`src/rtl/layer_wr_pkg.sv`:
```
// Shared types and helpers for the LED cube frame-store write controller.
package layer_wr_pkg;

    typedef enum logic [1:0] {
        IDLE,
        ADDR,
        LSEL,
        DATA
    } state_t;

    typedef enum logic [2:0] {
        CUR_HOLD,
        CUR_CLEAR,
        CUR_ADDR_MODE,
        CUR_LOAD,
        CUR_STEP_ADDR,
        CUR_STEP_DATA
    } cur_op_t;

    localparam logic [7:0] DEF_CMD_ADDR_WR   = 8'hcc;
    localparam logic [7:0] DEF_CMD_DATA_WR   = 8'hda;
    localparam logic [7:0] DEF_CMD_LAYER_SEL = 8'hce;

    function automatic logic [31:0] onehot(input logic [7:0] idx, input int unsigned width);
        onehot = '0;
        if (32'(idx) < width) onehot = 32'd1 << idx;
    endfunction

endpackage

```
`src/rtl/layer_wr_ctl_pixel_cursor.sv`:
```
// Colour lane, pixel address and layer mask counters walked by the write controller.
module pixel_cursor
    import layer_wr_pkg::*;
#(
    parameter int LAYERS = 8,
    parameter int PIXELS = 64,
    parameter int COLORS = 3,
    parameter int ADDR_W = $clog2(PIXELS)
) (
    input  logic              clk_i,
    input  logic              rst_n_i,
    input  cur_op_t           op_i,
    input  logic [7:0]        layer_i,
    output logic [ADDR_W-1:0] addr_o,
    output logic [COLORS-1:0] colour_o,
    output logic [LAYERS-1:0] mask_o,
    output logic              last_pixel_o,
    output logic              last_colour_o,
    output logic              last_layer_o
);

    localparam logic [COLORS-1:0] COL_MSB   = {1'b1, {(COLORS-1){1'b0}}};
    localparam logic [ADDR_W-1:0] ADDR_LAST = ADDR_W'(PIXELS - 1);

    logic [ADDR_W-1:0] addr_q, addr_d;
    logic [COLORS-1:0] colour_q, colour_d;
    logic [LAYERS-1:0] mask_q, mask_d;

    assign last_pixel_o  = (addr_q == ADDR_LAST);
    assign last_colour_o = colour_q[0];
    assign last_layer_o  = mask_q[LAYERS-1];
    assign addr_o        = addr_q;
    assign colour_o      = colour_q;
    assign mask_o        = mask_q;

    always_comb begin
        addr_d   = addr_q;
        colour_d = colour_q;
        mask_d   = mask_q;
        case (op_i)
            CUR_CLEAR: begin
                addr_d   = '0;
                colour_d = '0;
                mask_d   = '0;
            end
            CUR_ADDR_MODE: begin
                addr_d   = '0;
                colour_d = '0;
                mask_d   = '1;
            end
            CUR_LOAD: begin
                addr_d   = '0;
                colour_d = COL_MSB;
                mask_d   = LAYERS'(onehot(layer_i, LAYERS));
            end
            CUR_STEP_ADDR: begin
                if (last_pixel_o) begin
                    addr_d = '0;
                    mask_d = '0;
                end else begin
                    addr_d = addr_q + 1'b1;
                end
            end
            CUR_STEP_DATA: begin
                if (!colour_q[0]) begin
                    colour_d = colour_q >> 1;
                end else begin
                    colour_d = COL_MSB;
                    if (last_pixel_o) begin
                        addr_d = '0;
                        // Finishing the top layer ends the frame: all lanes go quiet.
                        if (last_layer_o) begin
                            mask_d   = '0;
                            colour_d = '0;
                        end else begin
                            mask_d = {mask_q[LAYERS-2:0], mask_q[LAYERS-1]};
                        end
                    end else begin
                        addr_d = addr_q + 1'b1;
                    end
                end
            end
            default: ;
        endcase
    end

    always_ff @(posedge clk_i or negedge rst_n_i) begin
        if (!rst_n_i) begin
            addr_q   <= '0;
            colour_q <= '0;
            mask_q   <= '0;
        end else begin
            addr_q   <= addr_d;
            colour_q <= colour_d;
            mask_q   <= mask_d;
        end
    end

endmodule

```
`src/rtl/layer_wr_ctl.sv`:
```
// Command/data byte-stream decoder driving RAM address, lane enables and layer
// enables for the LED cube frame store; flags completed and aborted frames.
module layer_wr_ctl
    import layer_wr_pkg::*;
#(
    parameter int         LAYERS        = 8,
    parameter int         PIXELS        = 64,
    parameter int         COLORS        = 3,
    parameter int         ADDR_W        = $clog2(PIXELS),
    parameter logic [7:0] CMD_ADDR_WR   = DEF_CMD_ADDR_WR,
    parameter logic [7:0] CMD_DATA_WR   = DEF_CMD_DATA_WR,
    parameter logic [7:0] CMD_LAYER_SEL = DEF_CMD_LAYER_SEL
) (
    input  logic              clk_in,
    input  logic              rst_n_in,
    input  logic              dc_in,
    input  logic              byte_rdy_in,
    input  logic [7:0]        byte_data_in,
    output logic [ADDR_W-1:0] wr_addr_out,
    output logic [COLORS:0]   byte_en_out,
    output logic [LAYERS-1:0] layer_en_out,
    output logic              frame_rdy_out,
    output logic              frame_abort_out,
    output logic              busy_out
);

    state_t            state_q, state_d;
    logic              wrote_q, wrote_d;
    logic              frame_rdy_q, frame_rdy_d;
    logic              abort_q, abort_d;
    cur_op_t           cur_op;
    logic [7:0]        load_layer;
    logic [COLORS-1:0] colour;
    logic [LAYERS-1:0] mask;
    logic              last_pixel, last_colour, last_layer;

    pixel_cursor #(
        .LAYERS (LAYERS),
        .PIXELS (PIXELS),
        .COLORS (COLORS),
        .ADDR_W (ADDR_W)
    ) u_cursor (
        .clk_i         (clk_in),
        .rst_n_i       (rst_n_in),
        .op_i          (cur_op),
        .layer_i       (load_layer),
        .addr_o        (wr_addr_out),
        .colour_o      (colour),
        .mask_o        (mask),
        .last_pixel_o  (last_pixel),
        .last_colour_o (last_colour),
        .last_layer_o  (last_layer)
    );

    assign byte_en_out     = {state_q == ADDR, colour};
    assign layer_en_out    = mask & {LAYERS{byte_rdy_in}};
    assign busy_out        = (state_q != IDLE);
    assign frame_rdy_out   = frame_rdy_q;
    assign frame_abort_out = abort_q;

    always_comb begin
        state_d     = state_q;
        wrote_d     = wrote_q;
        frame_rdy_d = 1'b0;
        abort_d     = 1'b0;
        cur_op      = CUR_HOLD;
        load_layer  = '0;
        if (byte_rdy_in) begin
            if (!dc_in) begin
                wrote_d = 1'b0;
                abort_d = (state_q == DATA) && wrote_q;
                case (byte_data_in)
                    CMD_ADDR_WR: begin
                        state_d = ADDR;
                        cur_op  = CUR_ADDR_MODE;
                    end
                    CMD_DATA_WR: begin
                        state_d = DATA;
                        cur_op  = CUR_LOAD;
                    end
                    CMD_LAYER_SEL: begin
                        state_d = LSEL;
                        cur_op  = CUR_CLEAR;
                    end
                    default: begin
                        state_d = IDLE;
                        cur_op  = CUR_CLEAR;
                    end
                endcase
            end else begin
                case (state_q)
                    ADDR: begin
                        cur_op = CUR_STEP_ADDR;
                        if (last_pixel) state_d = IDLE;
                    end
                    LSEL: begin
                        if (int'(byte_data_in) < LAYERS) begin
                            state_d    = DATA;
                            cur_op     = CUR_LOAD;
                            load_layer = byte_data_in;
                        end else begin
                            state_d = IDLE;
                            cur_op  = CUR_CLEAR;
                            abort_d = 1'b1;
                        end
                    end
                    DATA: begin
                        cur_op  = CUR_STEP_DATA;
                        wrote_d = 1'b1;
                        if (last_colour && last_pixel && last_layer) begin
                            state_d     = IDLE;
                            wrote_d     = 1'b0;
                            frame_rdy_d = 1'b1;
                        end
                    end
                    default: ;
                endcase
            end
        end
    end

    always_ff @(posedge clk_in or negedge rst_n_in) begin
        if (!rst_n_in) begin
            state_q     <= IDLE;
            wrote_q     <= 1'b0;
            frame_rdy_q <= 1'b0;
            abort_q     <= 1'b0;
        end else begin
            state_q     <= state_d;
            wrote_q     <= wrote_d;
            frame_rdy_q <= frame_rdy_d;
            abort_q     <= abort_d;
        end
    end

endmodule

```
`config.mk`:
```
export PLATFORM = sky130hd
export DESIGN_NAME = layer_wr_ctl
export DESIGN_NICKNAME = d
export VERILOG_FILES = /design/src/rtl/layer_wr_pkg.sv /design/src/rtl/layer_wr_ctl_pixel_cursor.sv /design/src/rtl/layer_wr_ctl.sv
export SDC_FILE = /design/constraint.sdc
export NUM_CORES = 1
export LEC_CHECK = 0
export ABC_AREA = 0
export CAP_MARGIN = 20
export CORE_MARGIN = 5
export CORE_UTILIZATION = 25
export DETAILED_ROUTE_END_ITERATION = 6
export HOLD_SLACK_MARGIN = 0.12
export PLACE_DENSITY = 0.48
export SETUP_SLACK_MARGIN = 0.3
export SYNTH_ARGS = -nofsm -noshare
export SYNTH_HDL_FRONTEND = slang
export SYNTH_SLANG_ARGS = --single-unit
```
`constraint.sdc`:
```
create_clock -name clk_in -period 2 [get_ports clk_in]
set_clock_uncertainty 0.05 [all_clocks]
set_input_delay 0.4 -clock clk_in [delete_from_list [all_inputs] [get_ports clk_in]]
set_output_delay 0.4 -clock clk_in [all_outputs]
set_load 0.02 [all_outputs]
```
-- Word level (Yosys, flattened, before mapping)
Index checks and enable logic that the tools add are counted.
- register bits: 22
- input bits: 12
- logic and storage cells: 83
- output and inout port bits: 21
- mux-type cells: 39
- bitwise gates (word level): 1
- shifts and indexed selects: 1
- order comparisons: 2
- equal/unequal tests: 19
- reduce and logical (&&, ||, !) cells: 13
- add/sub/neg operators: 1
- operators by type and width (kind ; count):
    2-to-1 mux 8 bit ; 9
    case mux 8 bit (5 select lines) ; 1
    equality test 8 bit, second input constant ; 3
    case mux 3 bit (3 select lines) ; 2
    case mux 6 bit (3 select lines) ; 1
    less-than comparator 8 x 4 -> 1 bit, second input constant ; 2
    2-to-1 mux 3 bit ; 5
    2-to-1 mux 6 bit ; 2
    case mux 2 bit (3 select lines) ; 2
    2-to-1 mux 1 bit ; 11
    2-to-1 mux 2 bit ; 5
    AND 8 bit ; 1
    AND reduction 4 bit ; 2
    left shift 1 x 8 -> 8 bit, first input constant ; 1
    adder 6 x 1 -> 6 bit, second input constant ; 1
    equality test 3 x 2 -> 1 bit, second input constant ; 2
    equality test 3 bit, second input constant ; 2
    equality test 6 bit, second input constant ; 1
    != test 3 x 2 -> 1 bit, second input constant ; 2
    nonzero test 3 bit ; 2
    nonzero test 5 bit ; 1
    equality test 2 bit, second input constant ; 2
    != test 2 x 1 -> 1 bit, second input constant ; 2
    != test 2 bit, second input constant ; 2
    9 further kinds ; 12

-- Depth between registers and ports, before layout
- depth after elaboration: 9
- depth in mapped cells: 6
- mapped depth without buffers: 6

-- Cells and area by module
A second synthesis with hierarchy kept.
- cell total of the unflattened synthesis: 170
- area, all modules: 1620.3 um2
- modules (own cells, without submodules) (module ; area an instance (um2) ; times used ; cells an instance):
    pixel_cursor ; 1159.9 ; 1 ; 113
    layer_wr_ctl ; 460.4 ; 1 ; 57

-- Worst setup path before layout
No wires, ideal clock.
- path type: reg-to-reg
- start point: register u_cursor.addr_q[0] (netlist: u_cursor.addr_o[0])
- end point: register u_cursor.mask_q[1] (netlist: u_cursor.mask_o[1])
- path buffers: 0
- cell stages (with the launch flop): 7
- path slack: -0.011 ns
- clock period less this slack: 2.011 ns
- arrival: 1.837 ns
- cell sequence: dfrtp_1 > ha_1 > nand2_1 > or2_1 > a21o_1 > mux2i_4 > mux2_2
- word-level cells in the longest chain between the ends: 3
- elaborated cells on any way between the ends: 4
- those cells by class: eq/ne: 3; reduce/logical: 1
- RTL lines (what ; line ; text):
    start, declared ; layer_wr_ctl_pixel_cursor.sv:25 ; logic [ADDR_W-1:0] addr_q, addr_d;
    start signal, assigned ; layer_wr_ctl_pixel_cursor.sv:93 ; addr_q <= addr_d;
    equality test 6 bit (*) ; layer_wr_ctl_pixel_cursor.sv:29 ; assign last_pixel_o = (addr_q == ADDR_LAST);
    != test 2 bit (no source line) ; -- ;
    AND reduction 4 bit (no source line) (*) ; -- ;
    end signal, assigned ; layer_wr_ctl_pixel_cursor.sv:95 ; mask_q <= mask_d;
    end, declared ; layer_wr_ctl_pixel_cursor.sv:27 ; logic [LAYERS-1:0] mask_q, mask_d;
Every way passes the cells marked *; elsewhere a longest branch is shown, timed or not.
A chain may end at the register's enable or synchronous reset.

-- Worst setup path after layout
- start point: register u_cursor.addr_q[0] (netlist: u_cursor.addr_o[0])
- end point: register u_cursor.mask_q[3] (netlist: u_cursor.mask_o[3])
Same word-level chain as after synthesis.

==> out/metrics.cfg <==
[timing]
setup_viol_count_final=0
drv_slew=0
finalCritPeriodShare=0.8936
rsz0062_at_grt=true
slew_headroom=0.7705
fin_crit_ps=1787
max_freq_ghz=0.5595
hold_viol=0
finalHoldWorstSlack_ps=420.5
tightest_slew_ps=343.8

[detailed_routing]
drc_errors=0
drt-wirelength-per-cell_um=14.58
via_per_inst=4.787
ant_nets=0
drt_wl_total_um=4388
drt_pass1_iterations=4
dr_total_vias=1441
drt_iter0_drc=78

[worst_hold_path]
hold_path_class=in2async

[place]
numPortBuffers=32
placed_cells=282
placed_area_um2=2024
place_congestion=0.7930
place_hpwl_um=3149

[finish]
area_growth_pct=67.29
drive_gt1_frac=0.4367
fillers=553
multi_input_area_um2=958.4
n_antenna_cell=0
finalNetCount=243
final_cell_area_um2=2342
regArea_um2=554.3
instances_no_fill=301

[global_route]
antenna_found_initial=0
grt_max_degree=23
grt_pass1_vias=1563
grt_use_total=0.1292
grt-ovfl-total=0
grt_pass1_wl_um=7631

[synthesis]
synth_cell_type_count=44
postSynthAreaPerCell_um2=9.151
synth_cells=153
synthArstFlopShare=1.000
synth-main-ff-cell=dfrtp_1
synth_seq_area_share=0.3932
syn_area_um2=1400
synth_nets=166
synth_seq_cells=22
yosysWarnings=0
synth-edff-count=0

[clocking]
clock_path_buffers=2
root_buffer=clkbuf_8
cts-htree-levels=1
clock_latency_ps=270
cts_buffers=3
cts_tree=done
cts_sinks=22
clk_pin_slew_ps=90

[power]
pwr-share-comb=0.196
vdd_drop_max_v=0.0002391
power_w=0.001115
p_leak_nw=1.071
powerDensity_nw_per_um2=475.8
switching_share=0.2585
clock_power_share=0.390
intPower_w=0.0008264
p_sw_w=0.0002881
pwr-share-seq=0.414

[critical_path]
cp-start-kind=flip-flop
cp-end-kind=flip-flop
r2r_end=u_cursor.mask_o[3]
reg2reg_setup_slack_ps=210
cp_max_fo=8
r2r_start=u_cursor.addr_o[0]
reg2regPathDepth=7
crit_type=reg2reg
cp.arrival_ps=1900
crit_required_ps=2110

[die]
row_count=27
dieArea_um2=7197
die_height_um=84.84
num_io_pins=33
die_x_um=84.84
initial_core_util=0.2558
coreArea_um2=5473

[run]
maxCapViolCount=0

[outcome]
status=completed

==> Yosys cell counts, types with 2 or more instances <==
cell      number  area, um2
a21boi_0       2      15.01
a21o_1         2      15.01
a21oi_1        6      30.03
a22o_1         2      17.52
a32oi_1        6      52.55
and2_1         8      50.05
and3_1         2      12.51
buf_2          3      15.01
dfrtp_1       22      550.5
inv_1          6      22.52
mux2_2         7      78.83
nand2_1       19      71.32
nand2b_1       2      12.51
nand3_1        6      30.03
nand4_1        3      18.77
nor2_1         8      30.03
nor2b_1        2      12.51
nor3_1         4      20.02
nor3b_1        2      15.01
nor4_4         2      42.54
o21ai_0       10      50.05
o21ai_1        4      20.02
o31ai_1        3      22.52
or2_2          2      12.51
==> state kept, by name, indices dropped and copies added (netlist names) <==
register	count
state_q	2
u_cursor.colour_o	3
u_cursor.addr_o	6
frame_abort_out	1
wrote_q	1
u_cursor.mask_o	8
frame_rdy_out	1
==> layer usage <==
| metal | routed length [um] | global-route usage | up-vias |
|---|---|---|---|
| met5 | 0 | 0 | - |
| met3 | 122 | 0.02136 | 5 |
| met1 | 1974 | 0.1596 | 697 |
| met2 | 2249 | 0.2342 | 23 |
| met4 | 42 | 0.03022 | 0 |
| li1 | - | - | 716 |
==> power by group through the flow <==
stage / clock, W / sequential (W) / combinational [W]
after floorplan: 0 / 0.000469 / 0.0000836
after global placement: 0 / 0.000474 / 0.000181
after detailed placement: 0 / 0.000473 / 0.000181
after CTS: 0.000443 / 0.000462 / 0.000213
after global routing: 0.000457 / 0.000464 / 0.000238
final: 0.000434 / 0.000462 / 0.000218
==> how the worst max path moves through the flow <==
stage | cells past startpoint | endpoint | start
2_1_floorplan | 6 | u_cursor.mask_o[1] | u_cursor.addr_o[0]
3_3_place_gp | 6 | u_cursor.mask_o[6] | byte_data_in[4]
3_5_place_dp | 6 | u_cursor.mask_o[7] | byte_data_in[4]
4_1_cts | 7 | u_cursor.mask_o[2] | u_cursor.addr_o[1]
5_1_grt | 7 | u_cursor.mask_o[2] | u_cursor.addr_o[1]
6_report | 7 | u_cursor.mask_o[3] | u_cursor.addr_o[0]
==> layout make-up <==
| cell class | count | share of cell area |
|---|---|---|
| well taps | 72 | 0.03846 |
| multi-input cells | 120 | 0.4092 |
| inverters | 6 | 0.009615 |
| flip-flops and latches | 22 | 0.2366 |
| repair buffers | 77 | 0.2756 |
| clock inverters | 1 | 0.01282 |
| clock buffers | 3 | 0.01763 |
==> placed cells by master (no fill, tap or decap), types with 4 or more instances in the layout <==
master,synthesis,routed
mux2_4,0,7
nor2_1,8,7
o21ai_1,4,4
dfrtp_1,22,19
nand2_1,19,17
inv_1,6,6
and2_1,8,8
dlygate4sd2_1,0,14
o21ai_0,10,9
a32oi_1,6,5
buf_4,1,39
buf_6,0,5
a21oi_1,6,5
nand3_1,6,5
buf_2,3,5
clkdlybuf4s15_2,0,7
==> what timing repair did <==
action,in CTS,in global routing
setup buffers,13,2
pin swaps,11,6
hold buffers,0,0
setup endpoints to repair,34,18
resized for setup,87,12
==> cells by family after synthesis <==
logic type               synth area share
AND/OR/NAND/NOR                    0.2761
AO/OA/AOI/OAI                      0.2082
flip-flops                         0.3932
buffers and inverters             0.03485
multiplexers                      0.07239
XOR/XNOR                         0.006257
adder cells (fa/ha/maj)          0.008935
==> through the flow <==
stage | utilization | TNS, ps | setup slack [ps]
2_1_floorplan | - | 0 | 115.5
3_3_place_gp | 0.3699 | -5265 | -342.1
3_5_place_dp | 0.3699 | -5935 | -394.3
4_1_cts | 0.4204 | 0 | 194.7
5_1_grt | 0.4280 | 0 | 153.3
6_report | 0.4280 | 0 | 212.8
==> worst max-delay path: stages (launching register included) <==
cell,delay (ps)
dfrtp_2,400
ha_4,140
nand2_2,50
or2_1,220
a21o_1,190
mux2i_4,160
buf_12,160
mux2_4,300
(Power assumes the default switching activity.)
